<file path="src/rtl/axi_config_pkg.sv">
// Shared types for the AXI-lite configuration loader: response codes, FSM states
// and the index-width helper used to size entry counters.
package axi_config_pkg;

    typedef enum logic [1:0] {
        OKAY   = 2'd0,
        EXOKAY = 2'd1,
        SLVERR = 2'd2,
        DECERR = 2'd3
    } resp_e;

    // IDLE only exists while reset is held; it launches entry 0 on release.
    typedef enum logic [2:0] {
        IDLE      = 3'd0,
        WRITE     = 3'd1,
        RESP      = 3'd2,
        VERIFY_AR = 3'd3,
        VERIFY_R  = 3'd4,
        DONE      = 3'd5
    } state_e;

    function automatic int idx_width(input int n);
        return (n > 1) ? $clog2(n) : 1;
    endfunction

endpackage

</file>
<file path="src/rtl/axi_config_loader_hold.sv">
// One-flag AXI-lite valid holder: set when a transfer is issued, cleared on the
// ready handshake, so the valid never re-asserts for the same entry.
module axi_lite_hold (
    input  logic clk,
    input  logic srst,
    input  logic issue,
    input  logic ready,
    output logic valid
);

    logic valid_reg;

    always_ff @(posedge clk) begin
        if (srst) begin
            valid_reg <= 1'b0;
        end else if (issue) begin
            valid_reg <= 1'b1;
        end else if (ready) begin
            valid_reg <= 1'b0;
        end
    end

    assign valid = valid_reg;

endmodule

</file>
<file path="src/rtl/axi_config_loader.sv">
// AXI-lite initiator replaying a compiled-in list of register writes after reset
// and on start. Define AXI_CONFIG_LOADER_VERIFY_EN to read back and compare each entry.
module axi_config_loader
    import axi_config_pkg::*;
#(
    parameter int N          = 1,
    parameter int ADDR_WIDTH = 32,
    parameter int DATA_WIDTH = 32,
    // Defaults only let the block elaborate on its own; real instances override them.
    parameter bit [ADDR_WIDTH-1:0] ADDR [N] = '{default: '0},
    parameter bit [DATA_WIDTH-1:0] DATA [N] = '{default: '0}
) (
    input  logic                      ap_clk,
    input  logic                      ap_rst,
    input  logic                      start,
    output logic                      done,
    output logic                      err,
    output logic [idx_width(N)-1:0]   err_idx,

    output logic                      m_axi_AWVALID,
    input  logic                      m_axi_AWREADY,
    output logic [ADDR_WIDTH-1:0]     m_axi_AWADDR,

    output logic                      m_axi_WVALID,
    input  logic                      m_axi_WREADY,
    output logic [DATA_WIDTH-1:0]     m_axi_WDATA,
    output logic [DATA_WIDTH/8-1:0]   m_axi_WSTRB,

    input  logic                      m_axi_BVALID,
    output logic                      m_axi_BREADY,
    input  logic [1:0]                m_axi_BRESP,

    output logic                      m_axi_ARVALID,
    input  logic                      m_axi_ARREADY,
    output logic [ADDR_WIDTH-1:0]     m_axi_ARADDR,

    input  logic                      m_axi_RVALID,
    output logic                      m_axi_RREADY,
    input  logic [DATA_WIDTH-1:0]     m_axi_RDATA,
    input  logic [1:0]                m_axi_RRESP
);

    localparam int               IDX_W    = idx_width(N);
    localparam logic [IDX_W-1:0] LAST_IDX = IDX_W'(N - 1);

    state_e           state_reg, state_next;
    logic [IDX_W-1:0] idx_reg, idx_next;
    logic             err_reg, err_next;
    logic [IDX_W-1:0] err_idx_reg, err_idx_next;
    logic             issue_write;
    logic             entry_done;
    logic             entry_bad;

    // Holder 0 drives AW, holder 1 drives W; both launch together.
    logic [1:0] wr_valid;
    logic [1:0] wr_ready;
    logic       wr_complete;

    assign wr_ready = {m_axi_WREADY, m_axi_AWREADY};

    generate
        for (genvar gi = 0; gi < 2; gi++) begin : g_wr_hold
            axi_lite_hold u_hold (
                .clk   (ap_clk),
                .srst  (ap_rst),
                .issue (issue_write),
                .ready (wr_ready[gi]),
                .valid (wr_valid[gi])
            );
        end
    endgenerate

    // A channel is finished when its valid already dropped or handshakes now.
    assign wr_complete = (!wr_valid[0] || wr_ready[0]) && (!wr_valid[1] || wr_ready[1]);

`ifdef AXI_CONFIG_LOADER_VERIFY_EN
    logic issue_ar;
    logic ar_valid;

    axi_lite_hold u_ar_hold (
        .clk   (ap_clk),
        .srst  (ap_rst),
        .issue (issue_ar),
        .ready (m_axi_ARREADY),
        .valid (ar_valid)
    );

    assign m_axi_ARVALID = ar_valid;
    assign m_axi_RREADY  = (state_reg == VERIFY_R);
`else
    logic unused_read_channel;

    assign unused_read_channel = ^{m_axi_ARREADY, m_axi_RVALID, m_axi_RDATA, m_axi_RRESP};
    assign m_axi_ARVALID       = 1'b0;
    assign m_axi_RREADY        = (state_reg != IDLE);
`endif

    always_ff @(posedge ap_clk) begin
        if (ap_rst) begin
            state_reg   <= IDLE;
            idx_reg     <= '0;
            err_reg     <= 1'b0;
            err_idx_reg <= '0;
        end else begin
            state_reg   <= state_next;
            idx_reg     <= idx_next;
            err_reg     <= err_next;
            err_idx_reg <= err_idx_next;
        end
    end

    always_comb begin
        state_next   = state_reg;
        idx_next     = idx_reg;
        err_next     = err_reg;
        err_idx_next = err_idx_reg;
        issue_write  = 1'b0;
        entry_done   = 1'b0;
        entry_bad    = 1'b0;
`ifdef AXI_CONFIG_LOADER_VERIFY_EN
        issue_ar     = 1'b0;
`endif

        case (state_reg)
            IDLE: begin
                state_next  = WRITE;
                issue_write = 1'b1;
            end
            WRITE: begin
                if (wr_complete) begin
                    state_next = RESP;
                end
            end
            RESP: begin
                if (m_axi_BVALID) begin
                    entry_bad = (resp_e'(m_axi_BRESP) != OKAY);
`ifdef AXI_CONFIG_LOADER_VERIFY_EN
                    state_next = VERIFY_AR;
                    issue_ar   = 1'b1;
`else
                    entry_done = 1'b1;
`endif
                end
            end
`ifdef AXI_CONFIG_LOADER_VERIFY_EN
            VERIFY_AR: begin
                if (m_axi_ARREADY) begin
                    state_next = VERIFY_R;
                end
            end
            VERIFY_R: begin
                if (m_axi_RVALID) begin
                    entry_bad  = (resp_e'(m_axi_RRESP) != OKAY) || (m_axi_RDATA != DATA[idx_reg]);
                    entry_done = 1'b1;
                end
            end
`endif
            DONE: begin
                if (start) begin
                    state_next   = WRITE;
                    issue_write  = 1'b1;
                    idx_next     = '0;
                    err_next     = 1'b0;
                    err_idx_next = '0;
                end
            end
            default: begin
                state_next = IDLE;
            end
        endcase

        // Only the first failing entry of a sequence is recorded.
        if (entry_bad && !err_reg) begin
            err_next     = 1'b1;
            err_idx_next = idx_reg;
        end

        if (entry_done) begin
            if (idx_reg == LAST_IDX) begin
                state_next = DONE;
            end else begin
                idx_next    = idx_reg + 1'b1;
                state_next  = WRITE;
                issue_write = 1'b1;
            end
        end
    end

    assign m_axi_AWVALID = wr_valid[0];
    assign m_axi_WVALID  = wr_valid[1];
    assign m_axi_AWADDR  = ADDR[idx_reg];
    assign m_axi_WDATA   = DATA[idx_reg];
    assign m_axi_WSTRB   = {(DATA_WIDTH/8){1'b1}};
    assign m_axi_ARADDR  = ADDR[idx_reg];
    assign m_axi_BREADY  = (state_reg == RESP);

    assign done    = (state_reg == DONE);
    assign err     = err_reg;
    assign err_idx = err_idx_reg;

endmodule
</file>
<file path="config.mk">
export PLATFORM = sky130hd
export DESIGN_NAME = axi_config_loader
export DESIGN_NICKNAME = d
export VERILOG_FILES = /design/src/rtl/axi_config_pkg.sv /design/src/rtl/axi_config_loader_hold.sv /design/src/rtl/axi_config_loader.sv
export SDC_FILE = /design/constraint.sdc
export NUM_CORES = 1
export LEC_CHECK = 0
export ABC_AREA = 1
export BUFFER_PORTS_ARGS = -buffer_cell sky130_fd_sc_hd__buf_2
export CAP_MARGIN = 10
export CORE_ASPECT_RATIO = 1.2
export CORE_UTILIZATION = 30
export DETAILED_ROUTE_END_ITERATION = 6
export GPL_ROUTABILITY_DRIVEN = 1
export GPL_TIMING_DRIVEN = 0
export PLACE_DENSITY_LB_ADDON = 0.2
export SKIP_LAST_GASP = 1
export SYNTH_ARGS = -nofsm -noshare
export SYNTH_HDL_FRONTEND = slang
export SYNTH_HIERARCHICAL = 1
export SYNTH_SLANG_ARGS = --single-unit
</file>
<file path="constraint.sdc">
create_clock -name ap_clk -period 0.95 [get_ports ap_clk]
set_input_delay 0.1425 -clock ap_clk [delete_from_list [all_inputs] [get_ports ap_clk]]
set_output_delay 0.1425 -clock ap_clk [all_outputs]
set_load 0.03 [all_outputs]
</file>
# After elaboration in Yosys (flattened, before gate mapping)
# Cells that the tools add are included.
dict set report op_classes {
  n_eq_ne 6
  addsub 1
  reduce_logical 16
  order_cmp 1
  n_mux 26
}
# cell n
set op_table {}
lappend op_table {{two-way mux 32 bit} 1}
lappend op_table {{two-way mux 1 bit} 19}
lappend op_table {{two-way mux 3 bit} 4}
lappend op_table {{one-hot mux 3 bit (4 select lines)} 1}
lappend op_table {{nonzero test 2 bit} 5}
lappend op_table {{equality test 3 x 1 -> 1 bit (second input constant)} 1}
lappend op_table {{equality test 3 x 2 -> 1 bit (second input constant)} 1}
lappend op_table {{equality test 3 bit (second input constant)} 1}
lappend op_table {{logical NOT 1 bit} 3}
lappend op_table {{logical NOT 3 bit} 1}
lappend op_table {{inequality test 3 x 2 -> 1 bit (second input constant)} 1}
lappend op_table {{inequality test 3 bit (second input constant)} 1}
lappend op_table {{AND reduction 3 bit} 1}
lappend op_table {{nonzero test 3 bit} 1}
lappend op_table {{logical AND 1 bit} 2}
lappend op_table {{logical OR 1 bit} 2}
lappend op_table {{inequality test 2 x 1 -> 1 bit (second input constant)} 1}
lappend op_table {{one-hot mux 1 bit (2 select lines)} 1}
lappend op_table {{AND reduction 2 bit} 1}
lappend op_table {{adder 1 bit (second input constant)} 1}
lappend op_table {{less-than comparator 1 bit (second input constant)} 1}
dict set report word_totals {
  output_inout_bits 108
  in_bits 44
  elab_cells 56
  ff_bits 8
}

# Longest topological paths before layout
dict set report logic_depth {
  ltp_word 6
  ltp_mapped 8
  mapped_depth_nobuf 8
}

# Hierarchy
# Netlist, hierarchy kept.
# module area_each_um2 n_inst cells_each seq_area_each_um2
set modules_own_cells {}
lappend modules_own_cells {axi_config_loader 1147.4 1 162 120.1}
lappend modules_own_cells {axi_lite_hold 40.0 2 5 20.0}

# Least setup slack after synthesis
# OpenSTA, ideal clock, no wires.
dict set report synth_timing {
  kind {flip-flop to flip-flop}
  startpoint {register state_reg[0]}
  endpoint {register g_wr_hold[0].u_hold.valid_reg}
  setup_ps 66
  slack_ps -244
  period_less_slack_ps 1194
  path_stages_with_launch 6
  required_time_ps 884
  t_arrival_ps 1128
  path_buffers 0
  path_cell_list {dfxtp_1 inv_2 nand3_1 o211ai_1 inv_1 a21oi_2}
}
dict set report synth_via {
  elab_chain_cells 5
  elab_cells_between_ends 9
  cone_classes {eq/ne (2); mux (5); reduce/logical (2)}
}
# item line_no
set synth_rtl {}
lappend synth_rtl {{from (decl)} axi_config_loader.sv:46} ;# state_e state_reg, state_next;
lappend synth_rtl {{from (signal assigned)} axi_config_loader.sv:105} ;# state_reg <= state_next;
lappend synth_rtl {{equality test 3 bit or logical NOT 3 bit (tied branches)} axi_config_loader.sv:124} ;# case (state_reg)
lappend synth_rtl {{one-hot mux 1 bit (2 select lines)} axi_config_loader.sv:124}
lappend synth_rtl {{two-way mux 1 bit} axi_config_loader.sv:179} ;# if (idx_reg == LAST_IDX) begin
lappend synth_rtl {{two-way mux 1 bit *} axi_config_loader.sv:178} ;# if (entry_done) begin
lappend synth_rtl {{named net issue_write} axi_config_loader.sv:50} ;# logic issue_write;
lappend synth_rtl {{two-way mux 1 bit or nonzero test 2 bit (tied branches)} n/a}
lappend synth_rtl {{to (signal assigned)} axi_config_loader_hold.sv:15} ;# valid_reg <= 1'b0;
lappend synth_rtl {{to (signal assigned)} axi_config_loader_hold.sv:17} ;# valid_reg <= 1'b1;
lappend synth_rtl {{to (signal assigned)} axi_config_loader_hold.sv:19} ;# valid_reg <= 1'b0;
lappend synth_rtl {{to (decl)} axi_config_loader_hold.sv:11} ;# logic valid_reg;
# The timed path passes the listed nets; every way through them passes the cells marked *.
# A chain may end at the register's enable or synchronous reset.

# Worst setup path in the final report
dict set report layout_timing {
  startpoint {register state_reg[2]}
  endpoint {output m_axi_RREADY}
}
dict set report layout_via {
  elab_chain_cells 1
}
# item line_no
set layout_rtl {}
lappend layout_rtl {{nonzero test 3 bit} axi_config_loader.sv:95} ;# assign m_axi_RREADY = (state_reg != IDLE);
lappend layout_rtl {{to (decl)} axi_config_loader.sv:38} ;# output logic m_axi_RREADY,
# Every way passes these cells.

==> flow_metrics.py <==
metrics = {
    "place": {
        "dp_cells": 339,
        "numPortBuffers": 14,
        "final_gp_congestion": 0.8361,
        "place_hpwl_um": 1766,
        "dp_slack_ps": -233.3,
    },
    "grt": {
        "antenna_found_initial": 0,
        "grt_pass1_wl_um": 2691,
        "grt_util_all_layers_pct": 7.962,
        "grt_pass1_vias": 688,
        "globalRouteOverflowTotal": 0,
        "grt_start_max_net_pins": 7,
    },
    "die": {
        "initial_standard_cell_utilization_of_the_core_pct": 31.14,
        "floorplan.core_area_um2": 3941,
        "io-pin-count": 152,
        "placementRows": 25,
        "fp.dieArea_um2": 4352,
        "die_x_um": 60.39,
        "chipHeight_um": 72.07,
    },
    "critical_path": {
        "cp_data_required_time_ps": 810,
        "crit_chain": "inv_4 -> buf_4 -> nand3_4 -> buf_6",
        "worst-endpoint-arrival_ps": 1000,
        "critical_path.slowest_cell": "dfxtp_4",
        "critical_path.max_stage_delay_ps": 370,
        "critical_path.max_fanout": 4,
        "timing.critical_path.from_type": "register",
        "crit_type": "reg2out",
        "critical_path.endpoint_type": "output pin",
    },
    "cts": {
        "cts_hold_buffers": 0,
        "clock_buffer_depth": 2,
        "htree_levels": 1,
        "tritoncts": "done",
        "clock_latency_ps": 220,
        "worst_setup_hold_path_clk_slew_ps": 40,
        "numClockSinks": 8,
        "clock_root_buffer": "clkbuf_8",
        "cts_made_buffers": 3,
    },
    "layout": {
        "layoutNonFillerInstCount": 347,
        "area_growth_pct": 54.54,
        "final_core_util_pct": 48.13,
        "diodes": 0,
        "flip_flop_count_of_the_largest_register_all_copies_and_words_added": 3,
        "num-nets-final": 339,
        "post_route_cells_drive_above_1_share_pct": 49.83,
    },
    "timing": {
        "post_route_clock_skew_ps": 2.347,
        "final.hold.worst_slack_ps": 178.8,
        "fmax_mhz": 877.7,
        "final_max_slew_viol_count": 0,
        "fin_crit_ps": 1139,
        "grt_setup_unrepaired": "true",
        "layout_worst_path_cycle_share_pct": 119.9,
        "post-route-worst-setup-slack_ps": -189.4,
        "report.final.hold_viol_count": 0,
        "final-setup-viol-count": 10,
    },
    "drt": {
        "routed_length_per_instance_um": 5.450,
        "drt-vias-per-instance": 2.830,
        "wirelength_um": 1891,
        "drt_drc_violations_left": 0,
        "initial_drt_markers": 8,
        "vias": 982,
        "firstDrtPassIters": 4,
        "antenna_violating_nets_post_route": 0,
    },
    "power": {
        "post-layout-total-power_uw": 2944,
        "static-leakage-power_uw": 0.001249,
        "worst_ir_drop_on_vdd_mv": 0.6812,
        "cellPowerDensity_nw_per_um2": 1552,
    },
    "synth": {
        "netlist.top_cell.by_area": "buf_4",
        "synthMostInstantiatedCell": "buf_4",
        "mappedNetlistArea_um2": 1227,
        "synth_cell_type_count": 19,
        "ys_ff_latch": 8,
        "edff_count_synth": 0,
        "yosys.area.top_type_share_pct": 61.77,
        "flip_flop_cell_with_the_highest_count_after_synthesis": "dfxtp_1",
        "syn_inst": 172,
        "synth_async_sr_flop_share_pct": 0,
        "post_synth.cell_area_avg_um2": 7.136,
        "netlist_top_cells_area": "buf_4, dfxtp_1, nand2_1",
        "count_of_warnings_emitted_by_yosys": 6,
        "synth_seq_area_share_pct": 13.05,
        "synth_commonest_cells": "buf_4, nand2_1, inv_1, dfxtp_1, nor2_1",
    },
    "outcome": {
        "violations": "negative setup slack",
        "outcome": "complete, but fails checks",
    },
    "job": {
        "maxCapViolCount": 0,
    },
    "hold_path": {
        "hold_path_class": "in2reg",
    },
}
==> repair_timing <==
action | 4_1_cts | 5_1_grt
setup endpoints to repair | 9 | 13
gates resized for setup | 11 | 12
pin swaps | 2 | 4
setup buffers | 1 | 4
==> cells in the final DEF, fill, tap and decap left out, types with 5 or more instances in the layout <==
master	count
nor2_1	7
buf_4	109
dfxtp_1	5
nand2_1	18
conb_1	101
inv_1	11
buf_2	9
==> report_power, final <==
part / leakage [µW] / internal [µW] / switching, µW / total, µW
registers: 0.0000677 / 457 / 119 / 576
logic: 0.00116 / 748 / 1230 / 1970
clock network: 0.0000216 / 273 / 121 / 394
total: 0.00125 / 1480 / 1470 / 2940
==> critical path: cells and delay by family, from the launching register on <==
family / cells / cell delay [ps]
buffers and inverters: 3 / 310
flip-flops: 1 / 370
AND/OR/NAND/NOR: 1 / 90
==> final timing paths <==
| path | slack, ps | end | start | cells after the start |
|---|---|---|---|---|
| worst max-delay path | -190 | m_axi_RREADY | state_reg[2] | 4 |
| worst min-delay path | 180 | g_wr_hold[1].u_hold/valid | ap_rst | 2 |
| worst min register to register | 490 | g_wr_hold[1].u_hold/valid | g_wr_hold[1].u_hold/valid | 2 |
| worst max register to register | -170 | g_wr_hold[1].u_hold/valid | state_reg[2] | 7 |
==> routing by layer <==
metal / GRT usage, % / part of all wire, %
met1: 8.161 / 35
met2: 14.65 / 47
met3: 2.317 / 18
met4: 3.101 / 0
met5: 0 / 0
==> metrics by stage <==
stage	setup TNS [ps]	area (µm²)
after floorplan	-344.9	1614
after global placement	-534.6	1752
after detailed placement	-628.0	1752
after CTS	-1178	1832
after global routing	-1957	1897
final	-1167	1897
==> cell families after synthesis <==
kind of cell | after synthesis | share of synthesized area [%]
and+or+nand+nor | 38 | 16.00
DFF | 8 | 13.05
AOI/OAI and AO/OA | 5 | 2.855
buffers and inverters | 119 | 67.48
other | 2 | 0.6118
==> layout make-up <==
| class | instances | area, µm² |
|---|---|---|
| Inverter | 18 | 80.08 |
| Buffer | 101 | 758.2 |
| Timing Repair Buffer | 19 | 127.6 |
| Sequential cell | 8 | 171.4 |
| Fill cell | 433 | 2044 |
| Multi-Input combinational cell | 144 | 650.6 |
| Clock buffer | 3 | 41.29 |
| Tap cell | 54 | 67.56 |
Power figures use the tool's default switching activity.
